### config.mk
export PLATFORM = sky130hd
export DESIGN_NAME = uart_tx_fifo
export DESIGN_NICKNAME = d
export VERILOG_FILES = /design/src/rtl/uart_tx_fifo.sv
export SDC_FILE = /design/constraint.sdc
export NUM_CORES = 1
export LEC_CHECK = 0
export ABC_CLOCK_PERIOD_IN_PS = 2950
export BUFFER_PORTS_ARGS = -buffer_cell sky130_fd_sc_hd__buf_2
export CAP_MARGIN = 20
export CORE_MARGIN = 3
export CORE_UTILIZATION = 35
export CTS_CLUSTER_SIZE = 14
export DETAILED_ROUTE_END_ITERATION = 16
export MAX_ROUTING_LAYER = met4
export PLACE_DENSITY = 0.57
export SKIP_LAST_GASP = 1
export SLEW_MARGIN = 5
export SYNTH_ARGS = -nofsm -noshare
export SYNTH_HDL_FRONTEND = slang
export SYNTH_SLANG_ARGS = --single-unit
### constraint.sdc
create_clock -name sysclk -period 2.95 [get_ports sysclk]
set_input_delay 0.1475 -clock sysclk [delete_from_list [all_inputs] [get_ports sysclk]]
set_output_delay 0.1475 -clock sysclk [all_outputs]
set_load 0.005 [all_outputs]
### src/rtl/uart_tx_fifo.sv
// rtl/uart_tx_fifo.sv - buffered 8N1 UART transmitter with byte FIFO
//
// Parameters:
//   CLKS_PER_BIT  sysclk cycles per serial bit (2..65535)
//   FIFO_DEPTH    byte entries, power of two (2..256)
// Ports:
//   sysclk      clock, all logic on rising edge
//   cpu_resetn  asynchronous active-low reset
//   wr_en       one-cycle store strobe, queues wr_data
//   wr_data     byte to transmit
//   clr_ovf     one-cycle strobe, clears overflow
//   full        FIFO holds FIFO_DEPTH entries
//   empty       FIFO holds no entries
//   level       current entry count
//   busy        frame in progress or FIFO non-empty
//   overflow    sticky: a write was dropped because the FIFO was full
//   uart_tx     registered serial line, idle high

module uart_tx_fifo #(
    parameter int CLKS_PER_BIT = 1085,
    parameter int FIFO_DEPTH   = 16
) (
    input  logic                          sysclk,
    input  logic                          cpu_resetn,
    input  logic                          wr_en,
    input  logic [7:0]                    wr_data,
    input  logic                          clr_ovf,
    output logic                          full,
    output logic                          empty,
    output logic [$clog2(FIFO_DEPTH):0]   level,
    output logic                          busy,
    output logic                          overflow,
    output logic                          uart_tx
);

    localparam int AW = $clog2(FIFO_DEPTH);
    localparam int CW = AW + 1;
    localparam logic [15:0] BIT_LAST = 16'(CLKS_PER_BIT - 1);

    typedef enum logic [1:0] {
        IDLE  = 2'd0,
        START = 2'd1,
        DATA  = 2'd2,
        STOP  = 2'd3
    } state_t;

    logic [7:0]    mem [FIFO_DEPTH];
    logic [AW-1:0] wr_ptr;
    logic [AW-1:0] rd_ptr;
    logic [CW-1:0] count;
    logic          push;
    logic          pop;

    state_t        state, state_n;
    logic [15:0]   timer, timer_n;
    logic [2:0]    bit_idx, bit_idx_n;
    logic [7:0]    shift, shift_n;
    logic          tx_q, tx_n;
    logic          timer_done;
    logic          count_nz;

    assign count_nz = (count != '0);
    assign full     = (count == CW'(FIFO_DEPTH));
    assign empty    = ~count_nz;
    assign level    = count;
    assign busy     = (state != IDLE) || count_nz;
    assign uart_tx  = tx_q;

    // Full is judged on the registered count, so a pop in the same cycle
    // does not make room for the incoming byte.
    assign push = wr_en && !full;

    always_ff @(posedge sysclk) begin
        if (push) begin
            mem[wr_ptr] <= wr_data;
        end
    end

    always_ff @(posedge sysclk or negedge cpu_resetn) begin
        if (!cpu_resetn) begin
            wr_ptr   <= '0;
            rd_ptr   <= '0;
            count    <= '0;
            overflow <= 1'b0;
        end else begin
            if (push) begin
                wr_ptr <= wr_ptr + AW'(1);
            end
            if (pop) begin
                rd_ptr <= rd_ptr + AW'(1);
            end
            if (push && !pop) begin
                count <= count + CW'(1);
            end else if (pop && !push) begin
                count <= count - CW'(1);
            end
            // A dropped write in the same cycle as clr_ovf keeps the flag set.
            if (wr_en && full) begin
                overflow <= 1'b1;
            end else if (clr_ovf) begin
                overflow <= 1'b0;
            end
        end
    end

    assign timer_done = (timer == BIT_LAST);

    always_ff @(posedge sysclk or negedge cpu_resetn) begin
        if (!cpu_resetn) begin
            state   <= IDLE;
            timer   <= '0;
            bit_idx <= '0;
            shift   <= '0;
            tx_q    <= 1'b1;
        end else begin
            state   <= state_n;
            timer   <= timer_n;
            bit_idx <= bit_idx_n;
            shift   <= shift_n;
            tx_q    <= tx_n;
        end
    end

    always_comb begin
        state_n   = state;
        timer_n   = timer + 16'd1;
        bit_idx_n = bit_idx;
        shift_n   = shift;
        pop       = 1'b0;

        case (state)
            IDLE: begin
                timer_n = '0;
                if (count_nz) begin
                    pop     = 1'b1;
                    shift_n = mem[rd_ptr];
                    state_n = START;
                end
            end
            START: begin
                if (timer_done) begin
                    timer_n   = '0;
                    bit_idx_n = '0;
                    state_n   = DATA;
                end
            end
            DATA: begin
                if (timer_done) begin
                    timer_n = '0;
                    shift_n = {1'b0, shift[7:1]};
                    if (bit_idx == 3'd7) begin
                        state_n = STOP;
                    end else begin
                        bit_idx_n = bit_idx + 3'd1;
                    end
                end
            end
            STOP: begin
                if (timer_done) begin
                    timer_n = '0;
                    // Chain straight into the next start bit when data waits.
                    if (count_nz) begin
                        pop     = 1'b1;
                        shift_n = mem[rd_ptr];
                        state_n = START;
                    end else begin
                        state_n = IDLE;
                    end
                end
            end
            default: begin
                state_n = IDLE;
                timer_n = '0;
            end
        endcase

        // The line register is loaded with the level of the upcoming cycle,
        // so the pin changes exactly on the state transition edge.
        case (state_n)
            START:   tx_n = 1'b0;
            DATA:    tx_n = shift_n[0];
            default: tx_n = 1'b1;
        endcase
    end

endmodule

* After elaboration in Yosys (flattened, before gate mapping) *
Memories as Yosys holds them, arrays and structs flattened.
Cells that the tools add are included.

word-level totals
  logic and storage cells = 75
  bits of input ports = 12
  memories kept = 1
  register bits = 44
  memory bits (writable) = 128
  output and inout port bits = 10

operators by class
  equality and inequality tests = 12
  bitwise operators = 1
  reduce and logical (&&, ||, !) cells = 18
  add/sub/neg operators = 6
  mux-type cells = 27

memory list
  memory  depth  width  rd ports  clocked after memory_dff  wr ports  line  RTL
  mem     16     8      1         0                         1         47    logic [7:0] mem [FIFO_DEPTH];

operators by type and width
  operator                                          number
  one-hot mux 16 bit (2 select lines)               1
  2-to-1 mux 8 bit                                  3
  one-hot mux 8 bit (3 select lines)                1
  adder 16 x 1 -> 16 bit, second input constant     1
  == test 16 x 11 -> 1 bit, second input constant   1
  2-to-1 mux 16 bit                                 1
  2-to-1 mux 2 bit                                  5
  2-to-1 mux 5 bit                                  2
  2-to-1 mux 3 bit                                  3
  adder 4 x 1 -> 4 bit, second input constant       2
  inequality test 2 bit, second input constant      4
  one-hot mux 2 bit (4 select lines)                1
  nonzero test 2 bit                                4
  2-to-1 mux 1 bit                                  7
  == test 2 bit, second input constant              3
  one-hot mux 3 bit (2 select lines)                1
  adder 5 x 1 -> 5 bit, second input constant       1
  == test 5 bit, second input constant              1
  nonzero test 5 bit                                1
  subtractor 5 x 1 -> 5 bit, second input constant  1
  == test 2 x 1 -> 1 bit, second input constant     2
  logical AND 1 bit                                 4
  one-hot mux 1 bit (2 select lines)                2
  AND reduction 4 bit                               1
  9 further kinds                                   11

* Longest topological paths before layout *
  depth after elaboration = 7
  depth in mapped cells = 16
  mapped depth without buffers = 15

* Least setup slack after synthesis *
OpenSTA, ideal clock, no wires.

  path kind = register -> register
  start = register timer[0]
  end = register count[4], in the netlist level[4]
  stages on the path, launching flop included = 17
  buffers on the path = 1
  period minus slack after synthesis = 2.998 ns
  arrival time = 2.873 ns
  path slack = -0.048 ns
  required time = 2.825 ns
  setup time = 0.125 ns
  path through = dfrtp_1 > inv_1 > ha_1 > nor4b_2 > and4_1 > buf_6 > a21oi_4 > nor3_1 > inv_1 > ha_1 > inv_1 > ha_1 > a21o_1 > a21oi_1 > xnor2_1 > nor2_1 > xor2_1

on the way
  longest elaborated chain between the ends = 6
  elaborated cells between the ends (all ways) = 8
  classes of those cells = eq/ne (1); mux (3); reduce/logical (4)

ends and longest elaborated chain
  element                                                 line  RTL
  from (decl)                                             55    logic [15:0] timer, timer_n;
  from (signal assigned)                                  117   timer <= timer_n;
  == test 16 x 11 -> 1 bit *                              106   assign timer_done = (timer == BIT_LAST);
  2-to-1 mux 1 bit *                                      159   if (timer_done) begin
  one-hot mux 1 bit (2 select lines) *                    131   case (state)
  logical NOT 1 bit                                       92    if (push && !pop) begin
  logical AND 1 bit                                       92
  2-to-1 mux 5 bit or nonzero test 2 bit (tied branches)  -
  to (signal assigned)                                    93    count <= count + CW'(1);
  to (signal assigned)                                    95    count <= count - CW'(1);
  to (decl)                                               50    logic [CW-1:0] count;

Mark *: on every way between the ends. The rest lies on a longest branch, timed or not.
A chain may end at the register's enable or synchronous reset.

* Worst setup path in the final report *
Same ends and word-level chain as after synthesis.

==> flow_metrics.tcl <==
set metrics [dict create \
    synth-simple-area-share 0.0766 \
    p_clk_frac 0.282 \
    yosys-top-cells-area "edfxtp_1 52%, dfrtp_1 15%, mux4_2 9.7%" \
    grt_max_degree 45 \
    gp_congestion 0.774 \
    synthDominantCellAreaShare 0.520 \
    drt_iter0_markers 197 \
    cp-startpoint "timer[0]" \
    worst_slew_pin_slew_ns 0.671 \
    ys_seq_area_frac 0.669 \
    regToRegSetupSlack_ns 0.14 \
    worstSetupStartpointType "flip-flop" \
    port-buffer-count 21 \
    cts_tree "built" \
    viasPerCell 5.02 \
    wl_per_cell_microns 17.8 \
    vdd_ir_drop_max_mv 0.516 \
    grt_pass1_vias 4056 \
    multi_input_area_sq_um 2290 \
    p_int_mw 5.23 \
    synth-seq-cells 172 \
    layout_commonest_cell "edfxtp_1" \
    leakage_nw 3.16 \
    drv_cap 0 \
    netlist_area_sq_um 7390 \
    p_per_area_nw_per_um2 885 \
    rsz0062_at_grt "yes" \
    synth_xor_area_frac 0.0284 \
    synth_compound_area_frac 0.0509 \
    nNetsFinal 543 \
    synth.distinct_cells 49 \
    netlist_instances 457 \
    drc 0 \
    power.switching_mw 2.42 \
    seqPwrFrac 0.423 \
    synth_top_family_by_area "multiplexers" \
    drtAntennaViolNets 0 \
    syn_nets 489 \
    fillCellCount 1841 \
    core-area_sq_um 20500 \
    slew_headroom 0.552 \
    slew_violations 0 \
    htree_levels 4 \
    endpoint_kind "flip-flop" \
    hold_path_class "input port to flip-flop" \
    seqCellArea_sq_um 4950 \
    path_delay_family "simple AND/OR/NAND/NOR gates" \
    synthAdderAreaFrac 0.0349 \
    antenna_found_initial 0 \
    n_antenna_cell 0 \
    fin_area_sq_um 8640 \
    r2r-start "timer[0]" \
    firstDrtPassIters 4 \
    dp_hpwl_microns 9260 \
    worst_ep_required_time_ns 3.25 \
    rows 52 \
    dpl_cell_area_sq_um 7950 \
    final_cell_mix "128 x edfxtp_1, 42 x dfrtp_1, 38 x nor2_1, 32 x mux4_2, 31 x buf_4" \
    critPathMaxFanout 4 \
    grt.overflow.total 0 \
    cp_num_buf_inv 3 \
    dieWidth_microns 151 \
    area_delta_synth_final_pct 16.8 \
    avgSynthCellArea_sq_um 16.2 \
    dieArea_sq_um 22900 \
    pre_cts_ws_ns 0.0572 \
    finalSetupViolations 0 \
    start_util 0.361 \
    track_usage 0.136 \
    synth-main-ff-cell "edfxtp_1" \
    routed_wl_microns 14100 \
    timing.final.crit_period_ns 2.81 \
    die_y_microns 151 \
    fin_crit_sh 0.954 \
    muxShareOfSynthArea 0.114 \
    arrival_ns 3.12 \
    final_util 0.421 \
    synth_warnings 0 \
    clk_pin_slew_ns 0.07 \
    timing.rr.end "level[4]" \
    clock_path_buffers 2 \
    crit_path_max_incr_delay_ns 0.41 \
    crit_slowest_cell "dfrtp_1" \
    grt_pass1_wl_microns 22400 \
    status "complete, no violations" \
    num_vias 3984 \
    cp-endpoint "level[4]" \
    synth_edf_count 128 \
    root_buffer "clkbuf_16" \
    critPathKind "flip-flop to flip-flop" \
    cts_buffers 17 \
    crit_cells 15 \
    path_cells "inv_1 > ha_1 > nor4b_4 > and4_4 > a21oi_4 > nor3_2 > inv_1 > ha_1 > inv_2 > ha_4 > a21o_1 > a21oi_2 > xnor2_1 > nor2_1 > xor2_1" \
    power.total_mw 7.65 \
    async_flop_share 0.256 \
    hold_viol_final 0 \
    ios 22 \
    r2r_cells 15 \
    finClkSkew_ns 0.00965 \
    fmax_mhz 355 \
    clk_latency_ns 0.42 \
    setup_slack_ns 0.137 \
    clkSinkCount 172 \
    synth_largest_area_cell "edfxtp_1" \
    sw_frac_of_total 0.317 \
    pwr-share-comb 0.295 \
    layout-drive-gt1-share 0.258 \
]
## cell type report
class / instances / area share
sequential: 172 / 0.573
clock buffer: 17 / 0.0492
tap: 270 / 0.0391
timing repair buffer: 57 / 0.0484
clock inverter: 15 / 0.0183
multi-input combinational: 247 / 0.265
inverter: 16 / 0.00695
## routing by layer
| metal | GRT usage | vias to the layer above | wire length [microns] |
|---|---|---|---|
| met4 | 0.0431 | 0 | 225 |
| met5 | - | - | 0 |
| met3 | 0.0335 | 17 | 501 |
| met2 | 0.201 | 66 | 6670 |
| met1 | 0.186 | 2052 | 6730 |
| li1 | - | 1849 | - |
## registers in the layout, summed over array words and instances, names as in the netlist
name	cells
timer	16
state	2
rd_ptr	4
shift	8
uart_tx	1
level	5
wr_ptr	4
bit_idx	3
mem	128
overflow	1
## synthesized netlist by cell type (4+ instances only)
master	n
edfxtp_1	128
dfrtp_1	43
nor2_1	38
mux4_2	32
nand2_1	20
ha_1	19
inv_1	16
xnor2_1	15
a211oi_1	14
nor3_1	11
clkbuf_1	10
o21ai_0	10
mux2i_1	9
xor2_1	9
nand3_1	8
a21oi_1	7
a221o_1	6
and2b_1	5
nand2b_1	5
a21o_1	4
a22o_1	4
nand4_1	4
nor2b_1	4
## repair_timing
item / 4_1_cts / 5_1_grt
gates resized for setup: 0 / 7
hold buffers: 2 / 0
endpoints found under the hold margin: 44 / 0
buffers inserted: 0 / 4
setup endpoints to repair: 0 / 2
## worst reg2reg max path, delay by kind of cell, from the launching register on
family	cells	cell delay (ns)
AOI/OAI and AO/OA	3	0.40
adders and majority gates	3	0.58
xor gates and xnor gates	2	0.28
DFF	1	0.41
and+or+nand+nor	4	0.77
buffers and inverters	3	0.25
## worst min-delay path by stage
stage / startpoint / endpoint / slack [ns] / cells past startpoint
after floorplan: cpu_resetn / bit_idx[0] / -0.15 / 0
after global placement: cpu_resetn / level[0] / 0.36 / 1
after detailed placement: cpu_resetn / level[0] / 0.39 / 1
after CTS: clr_ovf / overflow / 0.004 / 3
after global routing: clr_ovf / overflow / 0.006 / 3
final: clr_ovf / overflow / 0.02 / 3
## cells by family (layout without fill, tap and decap cells)
| family | Yosys count | count (layout) |
|---|---|---|
| xor+xnor | 24 | 24 |
| flops | 172 | 172 |
| buf+inv | 38 | 105 |
| simple gates | 108 | 108 |
| fa+ha+maj | 20 | 20 |
| compound gates | 51 | 51 |
| mux | 44 | 44 |
## metrics by stage
| stage | setup TNS, ns | hold WS (ns) | instances |
|---|---|---|---|
| 2_1_floorplan | 0 | -0.148 | 457 |
| 3_3_place_gp | 0 | 0.358 | 755 |
| 3_5_place_dp | 0 | 0.387 | 755 |
| 4_1_cts | 0 | 0.00377 | 789 |
| 5_1_grt | -0.0259 | 0.00649 | 794 |
| 6_report | 0 | 0.0210 | 794 |
## power groups by stage
stage               Clock, mW  Combinational [mW]  Sequential, mW
CTS                      2.21                2.22            3.23
global route             2.31                2.51            3.28
global placement            0                2.17            3.26
floorplan                   0                1.68            3.14
detailed placement          0                2.21            3.28
finish                   2.16                2.26            3.23
Power figures use the tool's default switching activity.
